## src/rtl/muldiv_unit.sv

```systemverilog
// ---------------------------------------------------------------------------
// muldiv_unit
//
// Iterative RV32M multiply/divide unit that sits in the EX stage beside the
// single-cycle ALU. One radix-2 step is retired per clock: shift-add for the
// multiplies, restoring division for the divides. Operands are converted to
// magnitudes on acceptance and the sign correction is applied when the
// result register is loaded on entry to DONE.
//
// Optional feature (compile-time macro MULDIV_EARLY_OUT_EN):
//   When defined, divide-by-zero, signed division overflow and multiplies
//   with a zero operand skip the iteration phase and go straight to DONE,
//   so done rises the cycle after start with busy never asserted. When it
//   is undefined every operation takes the full WIDTH+1 cycles and those
//   special cases are resolved at the end of the iteration instead.
//
// Ports:
//   clk     in   rising-edge clock
//   rst     in   synchronous active-high reset
//   start   in   operation request, accepted only in IDLE or DONE
//   flush   in   kills any in-flight operation (wins over start)
//   funct3  in   0 MUL, 1 MULH, 2 MULHSU, 3 MULHU, 4 DIV, 5 DIVU, 6 REM, 7 REMU
//   SrcA    in   rs1 operand (multiplicand / dividend)
//   SrcB    in   rs2 operand (multiplier / divisor)
//   busy    out  high while iterating (feeds the hazard unit)
//   done    out  one-cycle pulse, result valid
//   result  out  registered result, held until the next done
// ---------------------------------------------------------------------------
module muldiv_unit #(
   parameter int WIDTH = 32
) (
   input  logic             clk,
   input  logic             rst,
   input  logic             start,
   input  logic             flush,
   input  logic [2:0]       funct3,
   input  logic [WIDTH-1:0] SrcA,
   input  logic [WIDTH-1:0] SrcB,
   output logic             busy,
   output logic             done,
   output logic [WIDTH-1:0] result
);

   localparam int CW = (WIDTH > 2) ? $clog2(WIDTH) : 1;
   localparam logic [CW-1:0] LAST_ITER = CW'(WIDTH - 1);
   localparam logic [CW-1:0] CNT_ONE   = CW'(1);

   localparam logic [2:0] OP_MUL    = 3'd0;
   localparam logic [2:0] OP_MULH   = 3'd1;
   localparam logic [2:0] OP_MULHSU = 3'd2;
   localparam logic [2:0] OP_MULHU  = 3'd3;
   localparam logic [2:0] OP_DIV    = 3'd4;
   localparam logic [2:0] OP_DIVU   = 3'd5;
   localparam logic [2:0] OP_REM    = 3'd6;
   localparam logic [2:0] OP_REMU   = 3'd7;

   typedef enum logic [1:0] {
      IDLE = 2'd0,
      RUN  = 2'd1,
      DONE = 2'd2
   } state_t;

   // ------------------------------------------------------------------
   // State
   // ------------------------------------------------------------------
   state_t               state_reg;
   logic [CW-1:0]        counter_reg;
   logic [2:0]           op_reg;
   // Multiplicand magnitude for multiplies, divisor magnitude for divides.
   logic [WIDTH-1:0]     operand_reg;
   // Multiply: {partial product high, remaining multiplier bits}.
   // Divide:   {partial remainder, dividend bits / quotient bits}.
   logic [2*WIDTH-1:0]   acc_reg;
   // Operand signs differ: negate product / quotient at the end.
   logic                 neg_res_reg;
   // Dividend was negative: remainder takes its sign.
   logic                 neg_rem_reg;
   logic                 div_zero_reg;
   logic                 busy_reg;
   logic                 done_reg;
   logic [WIDTH-1:0]     result_reg;

   assign busy   = busy_reg;
   assign done   = done_reg;
   assign result = result_reg;

   // ------------------------------------------------------------------
   // Operand decode on the incoming request
   // ------------------------------------------------------------------
   logic             a_signed;
   logic             b_signed;
   logic             a_neg;
   logic             b_neg;
   logic [WIDTH-1:0] a_mag;
   logic [WIDTH-1:0] b_mag;
   logic             is_div_in;
   logic             div_zero_in;

   always_comb begin
      a_signed    = (funct3 == OP_MULH) || (funct3 == OP_MULHSU) ||
                    (funct3 == OP_DIV)  || (funct3 == OP_REM);
      b_signed    = (funct3 == OP_MULH) || (funct3 == OP_DIV) ||
                    (funct3 == OP_REM);
      a_neg       = a_signed && SrcA[WIDTH-1];
      b_neg       = b_signed && SrcB[WIDTH-1];
      // The most negative value negates to itself, which read as unsigned
      // is exactly its magnitude, so no extra datapath bit is needed.
      a_mag       = a_neg ? (~SrcA + 1'b1) : SrcA;
      b_mag       = b_neg ? (~SrcB + 1'b1) : SrcB;
      is_div_in   = funct3[2];
      div_zero_in = is_div_in && (SrcB == '0);
   end

   // ------------------------------------------------------------------
   // One radix-2 step
   // ------------------------------------------------------------------
   logic [WIDTH:0]       add_sum;
   logic [WIDTH:0]       mul_hi;
   logic [WIDTH:0]       shifted_hi;
   logic [WIDTH:0]       trial;
   logic [2*WIDTH-1:0]   step_acc;

   always_comb begin
      // Shift-add: conditionally add the multiplicand into the high half,
      // then shift the whole pair right, keeping the carry.
      add_sum = {1'b0, acc_reg[2*WIDTH-1:WIDTH]} + {1'b0, operand_reg};
      mul_hi  = acc_reg[0] ? add_sum : {1'b0, acc_reg[2*WIDTH-1:WIDTH]};

      // Restoring division: shift the pair left by one, try subtracting
      // the divisor from the top WIDTH+1 bits. The partial remainder is
      // always below the divisor, so the trial fits in WIDTH+1 bits and
      // its MSB is a valid sign.
      shifted_hi = acc_reg[2*WIDTH-1:WIDTH-1];
      trial      = shifted_hi - {1'b0, operand_reg};

      step_acc = '0;
      if (op_reg[2]) begin
         if (!trial[WIDTH]) begin
            step_acc = {trial[WIDTH-1:0], acc_reg[WIDTH-2:0], 1'b1};
         end else begin
            step_acc = {shifted_hi[WIDTH-1:0], acc_reg[WIDTH-2:0], 1'b0};
         end
      end else begin
         step_acc = {mul_hi, acc_reg[WIDTH-1:1]};
      end
   end

   // ------------------------------------------------------------------
   // Sign correction and result selection, applied to the last step
   // ------------------------------------------------------------------
   logic [2*WIDTH-1:0] prod_fix;
   logic [WIDTH-1:0]   quo_fix;
   logic [WIDTH-1:0]   rem_fix;
   logic [WIDTH-1:0]   final_result;

   always_comb begin
      prod_fix = neg_res_reg ? (~step_acc + 1'b1) : step_acc;
      quo_fix  = neg_res_reg ? (~step_acc[WIDTH-1:0] + 1'b1)
                             : step_acc[WIDTH-1:0];
      rem_fix  = neg_rem_reg ? (~step_acc[2*WIDTH-1:WIDTH] + 1'b1)
                             : step_acc[2*WIDTH-1:WIDTH];

      final_result = '0;
      case (op_reg)
         OP_MUL: begin
            final_result = prod_fix[WIDTH-1:0];
         end
         OP_MULH, OP_MULHSU, OP_MULHU: begin
            final_result = prod_fix[2*WIDTH-1:WIDTH];
         end
         OP_DIV, OP_DIVU: begin
            // A zero divisor makes every trial succeed, so the magnitude
            // quotient is all ones; the sign flip must not touch it.
            // Signed overflow needs no fixup: |min|/1 = min, signs agree.
            final_result = div_zero_reg ? '1 : quo_fix;
         end
         default: begin
            // REM/REMU: with a zero divisor the remainder is the dividend
            // magnitude, and re-applying the dividend sign restores SrcA
            // exactly. Signed overflow leaves a zero remainder.
            final_result = rem_fix;
         end
      endcase
   end

`ifdef MULDIV_EARLY_OUT_EN
   // ------------------------------------------------------------------
   // Early-out detection and the short-circuit result values
   // ------------------------------------------------------------------
   logic             ovf_in;
   logic             early_in;
   logic [WIDTH-1:0] early_result;

   always_comb begin
      ovf_in = ((funct3 == OP_DIV) || (funct3 == OP_REM)) &&
               (SrcA == {1'b1, {(WIDTH-1){1'b0}}}) &&
               (SrcB == '1);
      early_in     = 1'b0;
      early_result = '0;
      if (is_div_in) begin
         if (div_zero_in) begin
            early_in     = 1'b1;
            early_result = funct3[1] ? SrcA : '1;
         end else if (ovf_in) begin
            early_in     = 1'b1;
            early_result = funct3[1] ? '0 : {1'b1, {(WIDTH-1){1'b0}}};
         end
      end else if ((SrcA == '0) || (SrcB == '0)) begin
         early_in     = 1'b1;
         early_result = '0;
      end
   end
`endif

   // ------------------------------------------------------------------
   // Control FSM with registered outputs
   // ------------------------------------------------------------------
   always_ff @(posedge clk) begin
      if (rst) begin
         state_reg    <= IDLE;
         counter_reg  <= '0;
         op_reg       <= OP_MUL;
         operand_reg  <= '0;
         acc_reg      <= '0;
         neg_res_reg  <= 1'b0;
         neg_rem_reg  <= 1'b0;
         div_zero_reg <= 1'b0;
         busy_reg     <= 1'b0;
         done_reg     <= 1'b0;
         result_reg   <= '0;
      end else if (flush) begin
         // Abandon whatever is in flight; result keeps its last value.
         state_reg   <= IDLE;
         counter_reg <= '0;
         busy_reg    <= 1'b0;
         done_reg    <= 1'b0;
      end else begin
         case (state_reg)
            IDLE, DONE: begin
               done_reg <= 1'b0;
               if (start) begin
                  op_reg       <= funct3;
                  counter_reg  <= '0;
                  neg_res_reg  <= a_neg ^ b_neg;
                  neg_rem_reg  <= a_neg;
                  div_zero_reg <= div_zero_in;
                  if (is_div_in) begin
                     operand_reg <= b_mag;
                     acc_reg     <= {{WIDTH{1'b0}}, a_mag};
                  end else begin
                     operand_reg <= a_mag;
                     acc_reg     <= {{WIDTH{1'b0}}, b_mag};
                  end
`ifdef MULDIV_EARLY_OUT_EN
                  if (early_in) begin
                     state_reg  <= DONE;
                     busy_reg   <= 1'b0;
                     done_reg   <= 1'b1;
                     result_reg <= early_result;
                  end else begin
                     state_reg <= RUN;
                     busy_reg  <= 1'b1;
                  end
`else
                  state_reg <= RUN;
                  busy_reg  <= 1'b1;
`endif
               end else begin
                  state_reg <= IDLE;
                  busy_reg  <= 1'b0;
               end
            end

            RUN: begin
               acc_reg     <= step_acc;
               counter_reg <= counter_reg + CNT_ONE;
               if (counter_reg == LAST_ITER) begin
                  // Last step: load the corrected result on entry to DONE.
                  state_reg  <= DONE;
                  busy_reg   <= 1'b0;
                  done_reg   <= 1'b1;
                  result_reg <= final_result;
               end
            end

            default: begin
               state_reg   <= IDLE;
               counter_reg <= '0;
               busy_reg    <= 1'b0;
               done_reg    <= 1'b0;
            end
         endcase
      end
   end

endmodule

```

## config.mk

```make
export PLATFORM = sky130hd
export DESIGN_NAME = muldiv_unit
export DESIGN_NICKNAME = d
export VERILOG_FILES = /design/src/rtl/muldiv_unit.sv
export SDC_FILE = /design/constraint.sdc
export NUM_CORES = 1
export LEC_CHECK = 0
export BUFFER_PORTS_ARGS = -buffer_cell sky130_fd_sc_hd__buf_2
export CAP_MARGIN = 10
export CORE_MARGIN = 4
export CORE_UTILIZATION = 50
export DETAILED_ROUTE_END_ITERATION = 7
export GPL_ROUTABILITY_DRIVEN = 0
export GPL_TIMING_DRIVEN = 0
export HOLD_SLACK_MARGIN = 0.08
export PLACE_DENSITY = 0.67
export SLEW_MARGIN = 20
export SYNTH_ARGS = -nofsm -noshare
export SYNTH_HDL_FRONTEND = slang
export SYNTH_SLANG_ARGS = --single-unit
```

## constraint.sdc

```tcl
create_clock -name clk -period 7.5 [get_ports clk]
set_input_delay 0.375 -clock clk [delete_from_list [all_inputs] [get_ports clk]]
set_output_delay 0.375 -clock clk [all_outputs]
set_load 0.005 [all_outputs]
```

---- After elaboration in Yosys (flattened, before gate mapping) ----
Index checks and enable logic that the tools add are counted.
storage, ports and cells
  flip-flop bits (word level) ............. 143
  output and inout bits ................... 34
  input bits .............................. 71
  logic and storage cells ................. 83
cells by class
  mux-type cells .......................... 22
  $add $sub $neg .......................... 8
  reduce and logical (&&, ||, !) cells .... 20
  bitwise logic cells ..................... 8
  eq/ne operators ......................... 14
operator list
  cell                     number
  $mux W64                 4
  $mux W32                 7
  $add A32 B1 Y32 const B  4
  $not A32 Y32             4
  $pmux W64 S2             1
  $pmux W32 S3             1
  $add A64 B1 Y64 const B  1
  $not A64 Y64             1
  $add A32 B32 Y33         1
  $mux W33                 1
  $sub A33 B32 Y33         1
  $logic_not A32 Y1        1
  $eq A3 B3 Y1 const B     4
  $pmux W5 S2              1
  $eq A3 B2 Y1 const B     3
  $reduce_and A3 Y1        3
  $eq A3 B1 Y1 const B     2
  $reduce_or A2 Y1         3
  $reduce_or A3 Y1         2
  $add A5 B1 Y5 const B    1
  $eq A5 B5 Y1 const B     1
  $logic_or A1 B1 Y1       5
  $mux W5                  1
  $ne A2 B2 Y1 const B     2
  12 further kinds         17

---- Logic depth before layout (Yosys ltp) ----
  word-level depth ........................ 9
  depth in mapped cells ................... 25
  depth with buffers taken out ............ 23

---- Least setup slack after synthesis ----
Ideal clock, no wire load.
  path type ............................... register to register
  from .................................... reg acc_reg[31]
  to ...................................... reg result_reg[28], in the netlist result[28]
  slack ................................... 1.879 ns
  cell stages (with the launch flop) ...... 26
  required time ........................... 7.379 ns
  arrival ................................. 5.500 ns
  buffers on the path ..................... 2
  cell sequence ........................... dfxtp_1 -> inv_1 -> ha_1 -> fa_1 -> and2b_1 -> o2111ai_1 -> and2_1 -> o21ai_2 -> a21oi_4 -> xnor2_2 -> buf_2 -> buf_1 -> nand2_1 -> and2_1 -> ha_1 -> o211ai_1 -> or4_1 -> o21ai_0 -> o21ai_1 -> a21o_1 -> a21oi_1 -> o21ai_0 -> o31ai_1 -> xnor2_1 -> a221oi_1 -> o21ai_1
between the ends
  cells in the longest elaborated chain, start to end .. 8
RTL lines
  what                    line  RTL
  from (decl)             73    logic [2*WIDTH-1:0] acc_reg;
  from (signal assigned)  249   acc_reg <= {{WIDTH{1'b0}}, a_mag};
  from (signal assigned)  252   acc_reg <= {{WIDTH{1'b0}}, b_mag};
  from (signal assigned)  275   acc_reg <= step_acc;
  $sub A33 B32 Y33        134   trial = shifted_hi - {1'b0, operand_reg};
  $mux W64                138   if (!trial[WIDTH]) begin
  $mux W64 (*)            137   if (op_reg[2]) begin
  $not A32 Y32            158   quo_fix = neg_res_reg ? (~step_acc[WIDTH-1:0] + 1'b1)
  $add A32 B1 Y32         158
  $mux W32                158
  $mux W32                175   final_result = div_zero_reg ? '1 : quo_fix;
  $pmux W32 S3 (*)        164   case (op_reg)
  to (signal assigned)    282   result_reg <= final_result;
  to (decl)               81    logic [WIDTH-1:0] result_reg;
Every way passes the cells marked *; elsewhere a longest branch is shown, timed or not.
A chain may end at the register's enable or synchronous reset.

---- Worst setup path in the final report ----
Ends and elaborated chain as after synthesis.

==> results.sh <==
export IMPL_drive_gt1_frac=0.08395
export IMPL_synth_edff_count=0
export IMPL_path_clk_slew_ns=0.07
export IMPL_whs_ns=0.2554
export IMPL_ir_drop_mv=0.1615
export IMPL_grt_usage=0.3648
export IMPL_violations="design-rule violations"
export IMPL_port_buffers=102
export IMPL_postPlaceCellArea_um2=16240
export IMPL_grt_pass1_wl_mm=95.94
export IMPL_wl_mm=62.60
export IMPL_grt_pass1_vias=16550
export IMPL_maxCapViolCount=0
export IMPL_critPathKind="flip-flop to flip-flop"
export IMPL_overflow=0
export IMPL_drt_first_pass_iters=8
export IMPL_netlist_top_cell_by_area="dfxtp_1"
export IMPL_finalInstanceArea_um2=16850
export IMPL_yosysWarnings=0
export IMPL_switching_power_mw=1.208
export IMPL_r2r_cells=25
export IMPL_antennaDiodeCount=0
export IMPL_maxSlewHeadroom=0.3283
export IMPL_cts_max_level=4
export IMPL_synth_area_leaders="dfxtp_1 19%, nor2_1 6.7%, xnor2_1 6.5%"
export IMPL_ys_flop_type="dfxtp_1"
export IMPL_intPower_mw=1.598
export IMPL_grt_setup_unrepaired="false"
export IMPL_finalPower_mw=2.806
export IMPL_yosys_top_cells_count="272 x nor2_1, 239 x nand2_1, 188 x a21oi_1"
export IMPL_clock_sinks=143
export IMPL_grt_max_degree=20
export IMPL_holdPathStages=3
export IMPL_tritoncts="built"
export IMPL_r2r_start="acc_reg[31]"
export IMPL_worstHoldPathType="input port to flip-flop"
export IMPL_drt_vias_per_instance=6.659
export IMPL_p_seq_frac=0.296
export IMPL_cellPowerDensity_nw_per_um2=166.5
export IMPL_initial_utilization=0.5098
export IMPL_fp_dieH_um=182.5
export IMPL_clk_path_buf_depth=2
export IMPL_largest_register_ffs=64
export IMPL_core_area_um2=29870
export IMPL_crit_arrival_ns=7.60
export IMPL_dpl_hpwl_mm=50.71
export IMPL_ys_ff_latch=143
export IMPL_slew_viol_final=0
export IMPL_max_freq_mhz=137.5
export IMPL_outcome="finished with violations"
export IMPL_cp_start_kind="flip-flop"
export IMPL_seq_area_frac_synth=0.1880
export IMPL_final_core_util=0.5641
export IMPL_fin_skew_ns=0.01807
export IMPL_post_route_min_period_ns=7.275
export IMPL_async_reset_ff_frac=0
export IMPL_drcViolationCount=3
export IMPL_path_max_fanout=10
export IMPL_postSynthAreaPerCell_um2=7.032
export IMPL_swShare=0.4304
export IMPL_vias=17910
export IMPL_ios=105
export IMPL_crit_required_ns=7.82
export IMPL_leakagePower_nw=6.641
export IMPL_postSynthCellCount=2166
export IMPL_ant_nets=0
export IMPL_die_w_um=182.5
export IMPL_die_area_um2=33320
export IMPL_yosysMostFrequentCell="nor2_1"
export IMPL_nets=2429
export IMPL_yosysUniqueCellTypes=92
export IMPL_rows=63
export IMPL_postSynthNetCount=2309
export IMPL_tightest_slew_ns=1.008
export IMPL_min_from="funct3[0]"
export IMPL_antenna_found_initial=1
export IMPL_synth_top_area_share=0.1880
export IMPL_wl_per_cell_um=23.28
export IMPL_crit_start="acc_reg[31]"
export IMPL_syn2layout_area_growth_pct=10.65
export IMPL_hold_buffers=0
export IMPL_numCtsBuffers=17
export IMPL_ctsRootBufferMaster="clkbuf_16"
export IMPL_p_clk_frac=0.310
export IMPL_combinationalPowerShare=0.393
export IMPL_insertion_delay_ns=0.45
export IMPL_syn_area_um2=15230
export IMPL_setup_violations=0
export IMPL_crit_path_end_kind="flip-flop"
export IMPL_fin_crit_sh=0.9699
export IMPL_drtIter0Drc=3053
export IMPL_hold_viol=0
## final timing paths
kind	slack (ns)	to
min reg2reg	0.44	result[28]
min	0.26	op_reg[0]
max	0.23	result[28]
max reg2reg	0.23	result[28]
## layer usage
metal  part of all wire  up-vias  GRT usage
li1                   -     8152          -
met1               0.40     8205     0.4770
met2               0.42     1256     0.5593
met3               0.11      294    0.07415
met4              0.071        0     0.2065
met5                  0        -          0
## repair_timing
| action | in CTS | in global routing |
|---|---|---|
| resized for setup | 1 | 5 |
| setup endpoints to repair | 11 | 11 |
| setup buffers | 0 | 0 |
| gates cloned | 0 | 0 |
## cells in the final DEF (no fill, tap or decap), drive strengths merged, types with 21 or more instances in the layout
| master | instances |
|---|---|
| nor3 | 75 |
| or3 | 28 |
| ha | 70 |
| clkbuf | 129 |
| nand3 | 28 |
| o211ai | 30 |
| mux2i | 57 |
| dfxtp | 143 |
| o31ai | 29 |
| a21oi | 189 |
| nor2 | 272 |
| xnor2 | 114 |
| nand2 | 239 |
| a211oi | 66 |
| nand4 | 21 |
| a21o | 30 |
| xor2 | 82 |
| buf | 123 |
| a31oi | 27 |
| inv | 71 |
| o21ai | 145 |
## final cells by class
cell class              count  area, um^2
well taps                 390       488.0
flip-flops and latches    143        2863
fillers                  2963       13020
plain buffers             132       519.2
inverters                  65       244.0
repair buffers            103       515.5
multi-input cells        1824       11630
clock buffers              17       425.4
clock inverters            15       171.4
## power by group through the flow
stage / clock network, mW / registers (mW) / logic (mW)
global route: 0.898 / 0.834 / 1.17
CTS: 0.865 / 0.828 / 1.05
floorplan: 0 / 0.826 / 0.718
detailed placement: 0 / 0.846 / 1.04
finish: 0.871 / 0.832 / 1.10
global placement: 0 / 0.845 / 1.03
## through the flow
| step | setup TNS (ns) | cells | setup WS, ns |
|---|---|---|---|
| 2_1_floorplan | 0 | 2166 | 1.879 |
| 3_3_place_gp | -2.619 | 2658 | -0.3751 |
| 3_5_place_dp | -2.427 | 2658 | -0.3792 |
| 4_1_cts | 0 | 2689 | 0.1996 |
| 5_1_grt | 0 | 2689 | 0.09501 |
| 6_report | 0 | 2689 | 0.2254 |
## kinds of logic after synthesis
logic type,after synthesis,share of synthesized area
and+or+nand+nor,797,0.2414
xor gates and xnor gates,196,0.1132
DFF,143,0.1880
AOI/OAI and AO/OA,691,0.3009
adders and majority gates,72,0.06013
buffers and inverters,199,0.05052
muxes,68,0.04584
## worst max-delay path: stages (launching register included)
cell and delay [ns]:
dfxtp_1 0.44, inv_1 0.07, ha_1 0.21, fa_1 0.42, and2b_1 0.28, o2111ai_1 0.21, and2_1 0.29, o21ai_4 0.31
a21oi_4 0.15, xnor2_2 0.30, buf_2 0.31, buf_1 0.33, nand2_1 0.17, and2_1 0.21, ha_1 0.25, o211ai_1 0.18
or4_1 0.61, o21ai_1 0.33, o21ai_1 0.19, a21o_1 0.28, a21oi_4 0.28, o21ai_0 0.16, o31ai_1 0.32, xnor2_1 0.14
a221oi_1 0.59, o21ai_1 0.09
Note: power is estimated with default switching activity, not from simulation.
